--- config.mk ---
export PLATFORM = sky130hd
export DESIGN_NAME = mem_access_ctrl
export DESIGN_NICKNAME = d
export VERILOG_FILES = /design/src/rtl/mem_access_ctrl.sv
export SDC_FILE = /design/constraint.sdc
export NUM_CORES = 1
export LEC_CHECK = 0
export CAP_MARGIN = 15
export CELL_PAD_IN_SITES_DETAIL_PLACEMENT = 1
export CELL_PAD_IN_SITES_GLOBAL_PLACEMENT = 1
export CORE_MARGIN = 2
export CORE_UTILIZATION = 31
export DETAILED_ROUTE_END_ITERATION = 16
export PLACE_DENSITY = 0.86
export SETUP_SLACK_MARGIN = 0.1
export SLEW_MARGIN = 20
export SYNTH_ARGS = -nofsm -noshare
export SYNTH_HDL_FRONTEND = slang
export SYNTH_SLANG_ARGS = --single-unit
--- constraint.sdc ---
create_clock -name clk -period 3.2 [get_ports clk]
set_clock_uncertainty 0.2 [all_clocks]
set_input_delay 0.64 -clock clk [delete_from_list [all_inputs] [get_ports clk]]
set_output_delay 0.64 -clock clk [all_outputs]
set_load 0.02 [all_outputs]
--- src/rtl/mem_access_ctrl.sv ---
// mem_access_ctrl: MEM-stage data-memory access controller.
// Takes one load/store at a time from EX/MEM and turns it into a word-aligned,
// handshaked request to a multi-cycle data memory. Loads are aligned and
// extended into load_data. The pipeline is held with mem_stall while the access
// is outstanding.
module mem_access_ctrl #(
  parameter int TIMEOUT = 16,
  parameter int CNT_W   = 5
) (
  input  logic        clk,
  input  logic        rst_n,
  input  logic        mem_read,
  input  logic        mem_write,
  input  logic [1:0]  mem_size,
  input  logic        mem_unsigned,
  input  logic [31:0] addr,
  input  logic [31:0] wdata,
  output logic        dm_req,
  output logic        dm_we,
  output logic [31:0] dm_addr,
  output logic [3:0]  dm_be,
  output logic [31:0] dm_wdata,
  input  logic        dm_ack,
  input  logic [31:0] dm_rdata,
  output logic        mem_stall,
  output logic [31:0] load_data,
  output logic        load_valid,
  output logic        acc_err
);

  typedef enum logic [1:0] {IDLE = 2'd0, REQ = 2'd1, DONE = 2'd2} state_t;

  localparam logic [CNT_W-1:0] CNT_LAST = CNT_W'(TIMEOUT - 1);

  state_t           state, state_nxt;
  logic [CNT_W-1:0] cnt;
  logic             is_load_q, uns_q, err_q;
  logic [1:0]       size_q, lane_q;
  logic             req_any, illegal, start, ack_hit, timeout_hit;
  logic [3:0]       be_nxt;
  logic [31:0]      wdata_nxt, ext_data;
  logic [7:0]       rd_byte;
  logic [15:0]      rd_half;

  assign req_any     = mem_read | mem_write;
  assign start       = (state == IDLE) && req_any && !illegal;
  assign ack_hit     = (state == REQ) && dm_ack;
  assign timeout_hit = (state == REQ) && !dm_ack && (cnt == CNT_LAST);

  // Decode the incoming request: legality, byte enables and lane-replicated store data.
  // NOTE: every combinational output gets a default first so no path leaves it
  // unassigned, which would otherwise infer a latch.
  always_comb begin
    illegal   = mem_read & mem_write;
    be_nxt    = 4'b1111;
    wdata_nxt = wdata;
    case (mem_size)
      2'b00: begin
        be_nxt    = 4'b0001 << addr[1:0];
        wdata_nxt = {4{wdata[7:0]}};
      end
      2'b01: begin
        if (addr[0]) illegal = 1'b1;
        be_nxt    = addr[1] ? 4'b1100 : 4'b0011;
        wdata_nxt = {2{wdata[15:0]}};
      end
      2'b10: begin
        if (addr[1:0] != 2'b00) illegal = 1'b1;
      end
      default: illegal = 1'b1;
    endcase
  end

  // Extract the addressed byte/halfword from the returned word and extend it.
  always_comb begin
    rd_byte  = dm_rdata[{lane_q, 3'b000} +: 8];
    rd_half  = dm_rdata[{lane_q[1], 4'b0000} +: 16];
    ext_data = dm_rdata;
    case (size_q)
      2'b00:   ext_data = {{24{~uns_q & rd_byte[7]}}, rd_byte};
      2'b01:   ext_data = {{16{~uns_q & rd_half[15]}}, rd_half};
      default: ext_data = dm_rdata;
    endcase
  end

  // State register.
  // NOTE: sequential state uses non-blocking assignments so every flop samples
  // the pre-edge values regardless of statement order.
  always_ff @(posedge clk or negedge rst_n) begin
    if (!rst_n) state <= IDLE;
    else        state <= state_nxt;
  end

  // Next-state logic: one access at a time, DONE always lasts a single cycle.
  always_comb begin
    state_nxt = state;
    case (state)
      IDLE:    if (start) state_nxt = REQ;
      REQ:     if (ack_hit || timeout_hit) state_nxt = DONE;
      DONE:    state_nxt = IDLE;
      default: state_nxt = IDLE;
    endcase
  end

  // Combinational outputs: stall and the illegal-access error are visible in the
  // request cycle itself; both are held low while reset is asserted.
  always_comb begin
    mem_stall = 1'b0;
    acc_err   = 1'b0;
    case (state)
      IDLE: begin
        mem_stall = rst_n & req_any & ~illegal;
        acc_err   = rst_n & req_any & illegal;
      end
      REQ:     mem_stall = 1'b1;
      DONE:    acc_err   = err_q;
      default: ;
    endcase
  end

  // Timeout counter: counts REQ cycles without an ack, cleared everywhere else.
  always_ff @(posedge clk or negedge rst_n) begin
    if (!rst_n)                                        cnt <= '0;
    else if ((state == REQ) && !dm_ack && !timeout_hit) cnt <= cnt + 1'b1;
    else                                               cnt <= '0;
  end

  // Memory-side request registers and load controls, captured on a legal start.
  always_ff @(posedge clk or negedge rst_n) begin
    if (!rst_n) begin
      dm_req    <= 1'b0;
      dm_we     <= 1'b0;
      dm_addr   <= '0;
      dm_be     <= '0;
      dm_wdata  <= '0;
      is_load_q <= 1'b0;
      uns_q     <= 1'b0;
      size_q    <= '0;
      lane_q    <= '0;
    end else begin
      dm_req <= (state_nxt == REQ);
      if (start) begin
        dm_we     <= mem_write;
        dm_addr   <= {addr[31:2], 2'b00};
        dm_be     <= be_nxt;
        dm_wdata  <= wdata_nxt;
        is_load_q <= mem_read;
        uns_q     <= mem_unsigned;
        size_q    <= mem_size;
        lane_q    <= addr[1:0];
      end
    end
  end

  // Completion registers: load result, load_valid pulse and timeout error flag for DONE.
  always_ff @(posedge clk or negedge rst_n) begin
    if (!rst_n) begin
      load_data  <= '0;
      load_valid <= 1'b0;
      err_q      <= 1'b0;
    end else begin
      load_valid <= ack_hit & is_load_q;
      err_q      <= timeout_hit;
      if (ack_hit && is_load_q) load_data <= ext_data;
      else if (timeout_hit)     load_data <= '0;
    end
  end

endmodule

==> results of run 1 <==
==> worst paths after layout <==
path / startpoint / endpoint / slack [ps] / depth (start not counted)
worst max-delay path: mem_size[0] / mem_stall / 130 / 8
worst min-delay path: cnt[0] / cnt[0] / 270 / 1
worst max register to register: lane_q[1] / load_data[30] / 750 / 5
worst min register to register: cnt[0] / cnt[0] / 270 / 1
max in group asynchronous: rst_n / dm_addr[17] / 1370 / 3
min in group asynchronous: rst_n / cnt[1] / 420 / 2
==> stage by stage <==
step | cells | TNS, ps | instance area (um2) | setup slack, ps | total power, mW
2_1_floorplan | 421 | 0 | 5410 | 58.8 | 4.57
3_3_place_gp | 846 | -33520 | 7770 | -830 | 6.27
3_5_place_dp | 846 | -37720 | 7770 | -839 | 6.46
4_1_cts | 879 | -47.6 | 8340 | -47.6 | 8.29
5_1_grt | 879 | 0 | 8360 | 99.2 | 8.61
6_report | 879 | 0 | 8360 | 131 | 8.21
==> Yosys cell counts (all sizes together) (2+ instances only) <==
master and instances:
o22ai 4, mux2 86, a22o 13, a21oi 14
buf 15, nor2 18, a21o 3, a32o 8
o21a 5, nand2 26, and3 4, clkbuf 15
nor2b 3, a22oi 8, inv 8, ha 6
mux2i 2, nand2b 11, dfrtp 115, a221o 16
nor3 6, a32oi 2, nand3 4, o21ai 16
==> power groups by stage <==
stage               Sequential, mW  Combinational [mW]  Clock, mW
finish                        2.59                3.85       1.77
global route                  2.68                4.06       1.87
CTS                           2.60                3.89       1.80
detailed placement            2.61                3.86          0
global placement              2.54                3.73          0
floorplan                     3.21                1.35          0
==> registers in the layout, indices dropped and copies added, names as in the netlist <==
name        flops
dm_wdata       32
lane_q          2
size_q          2
err_q           1
dm_req          1
dm_we           1
load_valid      1
uns_q           1
cnt             5
state           2
dm_addr        30
is_load_q       1
load_data      32
dm_be           4
==> cells by family after synthesis <==
| group | Yosys count |
|---|---|
| AO/OA/AOI/OAI | 95 |
| XOR/XNOR | 2 |
| adder cells (fa/ha/maj) | 6 |
| buffers and inverters | 39 |
| flip-flops | 115 |
| multiplexers | 88 |
| other | 1 |
| AND/OR/NAND/NOR | 74 |
==> worst max-delay path: stages <==
cell and delay (ps):
buf_4 130, inv_4 60, ha_4 190, o211a_1 200, a211o_1 250, or4_4 460, o21ai_4 170, buf_6 130
==> metal layers <==
layer,vias up,part of all wire [%]
met5,-,0
met1,2206,38
met3,32,5.1
met4,0,2.7
met2,150,54
li1,1983,-
==> final cells by class <==
| type | instances | area, um2 | area share (%) |
|---|---|---|---|
| Clock buffer | 18 | 439 | 5.26 |
| Clock inverter | 13 | 113 | 1.35 |
| Inverter | 9 | 41.3 | 0.494 |
| Multi-Input combinational cell | 267 | 2330 | 27.9 |
| Sequential cell | 115 | 2880 | 34.4 |
| Tap cell | 225 | 282 | 3.37 |
| Timing Repair Buffer | 232 | 2270 | 27.2 |
==> what timing repair did <==
item	CTS	global route
hold endpoints to repair	11	0
setup endpoints to repair	48	27
pin swaps	5	5
gates resized for setup	21	5
hold buffers	1	0
setup buffers	1	1
==> results.md, run 1 <==
- Status: finished, final reports clean
- Sink Count: 115
- Antenna violations before repair: 0
- Global-route track usage on met3: 4.23%
- Synthesis-to-finish area growth: 55.5%
- Share of cells above drive strength 1: 23.7%
- Pins Over Slew Limit: 0
- Crit path kind: in2out
- Nets: 752
- Routed via count: 4,371
- Post-synthesis cell count: 420
- Global placement routability congestion: 0.823
- Die W: 136 um
- Clock slew at reported path FFs: 50 ps
- DRC: 0
- Avg Cell Area, Syn: 12.8 um2
- Met2 usage: 35.7%
- Grt ovf: 0
- Final worst-path cycle share: 95.9%
- RSZ-0062 raised after global routing: false
- Mux cell area share after synthesis: 20.8%
- Xor-xnor portion of the synthesized cell area: 0.326%
- Initial drt markers: 133
- Worst Path Max Fanout: 2
- Clock Path Buffers: 2
- Total die area: 18,400 um2
- CP Launch Type: primary input
- Fin crit period: 3070 ps
- Sw Pwr: 3.00 mW
- Sequential share of power: 31.5%
- Utilization of the core after routing: 48.8%
- Largest net degree at the start of global routing: 84
- Vias in the first global route: 4,984
- Leading area contributor after synthesis: dfrtp_1
- Worst setup EP type: primary output
- Most frequent cells in the layout: clkdlybuf4s50_1, dfrtp_1, mux2_2
- Switch share: 36.5%
- HPWL Detailed: 13,400 um
- FFs w/ async S/R, synth: 100%
- Commonest non-fill, non-tap cell in the layout: clkdlybuf4s50_1
- Clk_lat worst skew: 410 ps
- Complex-gate fraction of the synthesized area: 13.7%
- Initial core utilization: 31.4%
- Post-Syn Area: 5370 um2
- CTS tree: yes
- First-pass iteration count of the detailed router: 4
- IO buf count: 206
- Unique masters post-synth: 40
- FMAX: 326 MHz
- Largest family of logic cells by synthesized area: multiplexers
- Required time of the worst setup path: 2360 ps
- Clock power share: 21.6%
- Primary FF master, synth: dfrtp_1
- Min Hold Slack: 268 ps
- Grt peak-use layer: met2
- I/O pins: 209
- Adder-cell share of the synthesized area: 1.40%
- Number of synthesized flops with an enable pin: 0
- Area contributors post-synth: dfrtp_1, mux2_2, mux2_4
- CTS Buf Count: 17
- Max-cap violations: 0
- Logic pwr share: 46.9%
- Final wirelength: 17,900 um
- Worst hold path class: reg2reg
- Peak VDD IR: 0.435 mV
- Final hold vios: 0
- Seq/Total Area, Yosys: 53.6%
- Leak: 3.68 nW
- # diodes: 0
- GRT Total Usage: 20.0%
- Row count: 48
- Pwr/cell area: 982 nW/um2
- CTS Root Cell: clkbuf_16
- Max-slew headroom: 48.7%
- Warnings from Yosys: 0
- Number of synthesized register bits: 115
- Worst EP arrival: 2230 ps
- Chip height: 136 um
- Routed WL per cell: 20.4 um
- Routed Antenna Nets: 0
- Pint: 5.21 mW
- Core ar.: 17,100 um2
- H-tree levels: 4
- Simple-gate share of the synthesized area: 6.38%
- # setup viols final: 0
- Least-Margin Pin Slew: 770 ps
- Met1 GRT Util: 23.1%
- First-pass GRT wire length: 28,000 um
- Area share of the largest cell type after synthesis: 53.6%
- Fill cell count: 1,780
- Vias per inst: 4.97
Note: power is estimated with default switching activity, not from simulation.
==> run 2, diff against run 1 <==
--- a/config.mk
+++ b/config.mk
@@ -11,6 +11,7 @@
 export CORE_MARGIN = 2
 export CORE_UTILIZATION = 31
 export DETAILED_ROUTE_END_ITERATION = 16
+export GPL_TIMING_DRIVEN = 0
 export PLACE_DENSITY = 0.86
 export SETUP_SLACK_MARGIN = 0.1
 export SLEW_MARGIN = 20
==> results.md, run 2 (same netlist as run 1, synthesis figures left out) <==
- Clock Path Buffers: 2 (unchanged)
- Chip height: 136 um (unchanged)
- Share of cells above drive strength 1: 21.7% (was 23.7%)
- Largest net degree at the start of global routing: 60 (was 84)
- Pint: 5.30 mW (was 5.21 mW)
- Slowest cell on crit path: or4_4 (unchanged)
- IO buf count: 206 (unchanged)
- First-pass iteration count of the detailed router: 4 (unchanged)
- Sequential share of power: 30.4% (was 31.5%)
- # diodes: 0 (unchanged)
- Final cell count without fillers: 889 (was 879)
- Nets: 762 (was 752)
- Failing checks: negative setup slack
- Worst setup EP type: primary output (unchanged)
- Status: finished, violations left (was finished, final reports clean)
- Least-Margin Pin Slew: 958 ps (was 770 ps)
- Switch share: 35.9% (was 36.5%)
- Global placement routability congestion: 0.834 (was 0.823)
- Logic pwr share: 47.9% (was 46.9%)
- Sw Pwr: 2.97 mW (was 3.00 mW)
- Pwr/cell area: 984 nW/um2 (was 982 nW/um2)
- HPWL Detailed: 13,500 um (was 13,400 um)
- Final worst slack: -13.3 ps (was 131 ps)
- Max-cap violations: 0 (unchanged)
- Final wirelength: 18,000 um (was 17,900 um)
- Initial core utilization: 31.4% (unchanged)
- Top Registers: dm_wdata: 32 flops, load_data: 32 flops, dm_addr: 30 flops (unchanged)
- First-pass GRT wire length: 28,100 um (was 28,000 um)
- CTS Buf Count: 17 (unchanged)
- Synthesis-to-finish area growth: 56.4% (was 55.5%)
- Final worst-path cycle share: 100% (was 95.9%)
- FMAX: 311 MHz (was 326 MHz)
- CTS Root Cell: clkbuf_16 (unchanged)
- Required time of the worst setup path: 2360 ps (about the same)
- Vias in the first global route: 5,009 (was 4,984)
- Placed cell count: 853 (was 846)
- Routed via count: 4,423 (was 4,371)
- Min Hold Slack: 3.11 ps (was 268 ps)
- Commonest non-fill, non-tap cell in the layout: clkdlybuf4s50_1 (unchanged)
- Worst hold path class: in2async (was reg2reg)
- Antenna violations before repair: 0 (unchanged)
- GRT Total Usage: 20.1% (was 20.0%)
- DRC: 0 (unchanged)
- Routed Antenna Nets: 0 (unchanged)
- Pins Over Slew Limit: 0 (unchanged)
- Most frequent cells in the layout: clkdlybuf4s50_1, dfrtp_1, mux2_2 (unchanged)
- Fin crit period: 3210 ps (was 3070 ps)
- Clk_lat worst skew: 410 ps (about the same)
- I/O pins: 209 (unchanged)
- Worst EP arrival: 2370 ps (was 2230 ps)
- Worst Path Max Fanout: 4 (was 2)
- Peak VDD IR: 0.398 mV (was 0.435 mV)
- Core ar.: 17,100 um2 (unchanged)
- Utilization of the core after routing: 49.1% (was 48.8%)
- Grt ovf: 0 (unchanged)
- Leak: 3.68 nW (about the same)
- # setup viols final: 1 (was 0)
- Clock power share: 21.7% (was 21.6%)
- CP Cell Sequence: buf_12 -> clkinv_8 -> ha_4 -> o211a_1 -> a211o_1 -> or4_4 -> buf_8 -> o21ai_4 -> buf_6 (was buf_4 -> inv_4 -> ha_4 -> o211a_1 -> a211o_1 -> or4_4 -> o21ai_4 -> buf_6)
- H-tree levels: 4 (unchanged)
- CP Launch Type: primary input (unchanged)
- Vias per inst: 4.98 (was 4.97)
- Sink Count: 115 (unchanged)
- CP Buf/Inv Count: 4 (was 3)
- Die W: 136 um (unchanged)
- Routed WL per cell: 20.2 um (was 20.4 um)
- Max incr delay on CP: 490 ps (was 460 ps)
- Top delay family on crit path: compound AO/OA/AOI/OAI gates (unchanged)
- Pre-CTS WS: -1490 ps (was -839 ps)
- Initial drt markers: 190 (was 133)
- RSZ-0062 raised after global routing: true (was false)
- CTS tree: yes (unchanged)
- Clock slew at reported path FFs: 50 ps (about the same)
- Total die area: 18,400 um2 (unchanged)
- Final hold vios: 0 (unchanged)
- Row count: 48 (unchanged)
- Fill cell count: 1,774 (was 1,780)
- Crit path kind: in2out (unchanged)
- Max-slew headroom: 36.2% (was 48.7%)
==> run 2: cell types whose count changed in the layout (fill, tap and decap cells not counted), moves of 3 or more <==
cell,before,now
clkbuf_1,0,16
buf_1,0,3
buf_2,1,5
dlymetal6s2s_1,3,0
dlygate4sd2_1,0,5
buf_4,25,9
clkinvlp_4,6,3
==> run 2: final cells by class <==
class	count	area (um2)	area share [%]
buffer	28	153	1.82
clock buffer	20	447	5.31
clock inverter	11	113	1.34
inverter	9	51.3	0.610
multi-input combinational	267	2330	27.7
sequential	115	2880	34.2
tap	225	282	3.35
timing repair buffer	214	2150	25.6
==> run 2: worst reg2reg max path, stage by stage, from the launching register on <==
cell and delay (ps):
dfrtp_1 440, mux2_2 390, a32oi_1 790, a2111oi_4 270, buf_2 270, a221o_1 290
==> run 2: what timing repair did <==
item | 4_1_cts | 5_1_grt
setup endpoints to repair | 69 | 1
gates cloned | 0 | 0
hold buffers | 0 | 0
pin swaps | 0 | 5
buffers inserted | 2 | 5
gates resized for setup | 31 | 5
==> run 2: worst paths after layout <==
kind,startpoint,to,slack (ps),depth (start not counted)
worst max-delay path,mem_size[1],mem_stall,-10,9
worst min-delay path,rst_n,cnt[4],3,1
worst max register to register,lane_q[1],load_data[30],420,5
worst min register to register,cnt[0],cnt[0],270,1
max in group asynchronous,rst_n,load_data[29],2120,2
min in group clk,cnt[0],cnt[0],270,1
==> run 2: per-stage QoR <==
stage	power [mW]	setup TNS (ps)	instance area, um2
floorplan	4.57	0	5410
global placement	6.31	-395790	7760
detailed placement	6.47	-35970	7780
CTS	8.36	-73.4	8380
global route	8.69	-64.5	8400
finish	8.27	-13.3	8400
==> run 2: power groups by stage <==
stage               Clock, mW  Combinational, mW  Sequential [mW]
finish                   1.79               3.96             2.52
global route             1.91               4.18             2.60
CTS                      1.85               3.98             2.52
detailed placement          0               3.95             2.53
global placement            0               3.82             2.48
floorplan                   0               1.35             3.21
==> run 2: layer usage <==
layer / GRT usage (%) / share of wire [%]
met3: 4.26 / 4.6
met4: 11.5 / 4.7
met2: 33.4 / 50
met5: 0 / 0
met1: 24.0 / 40
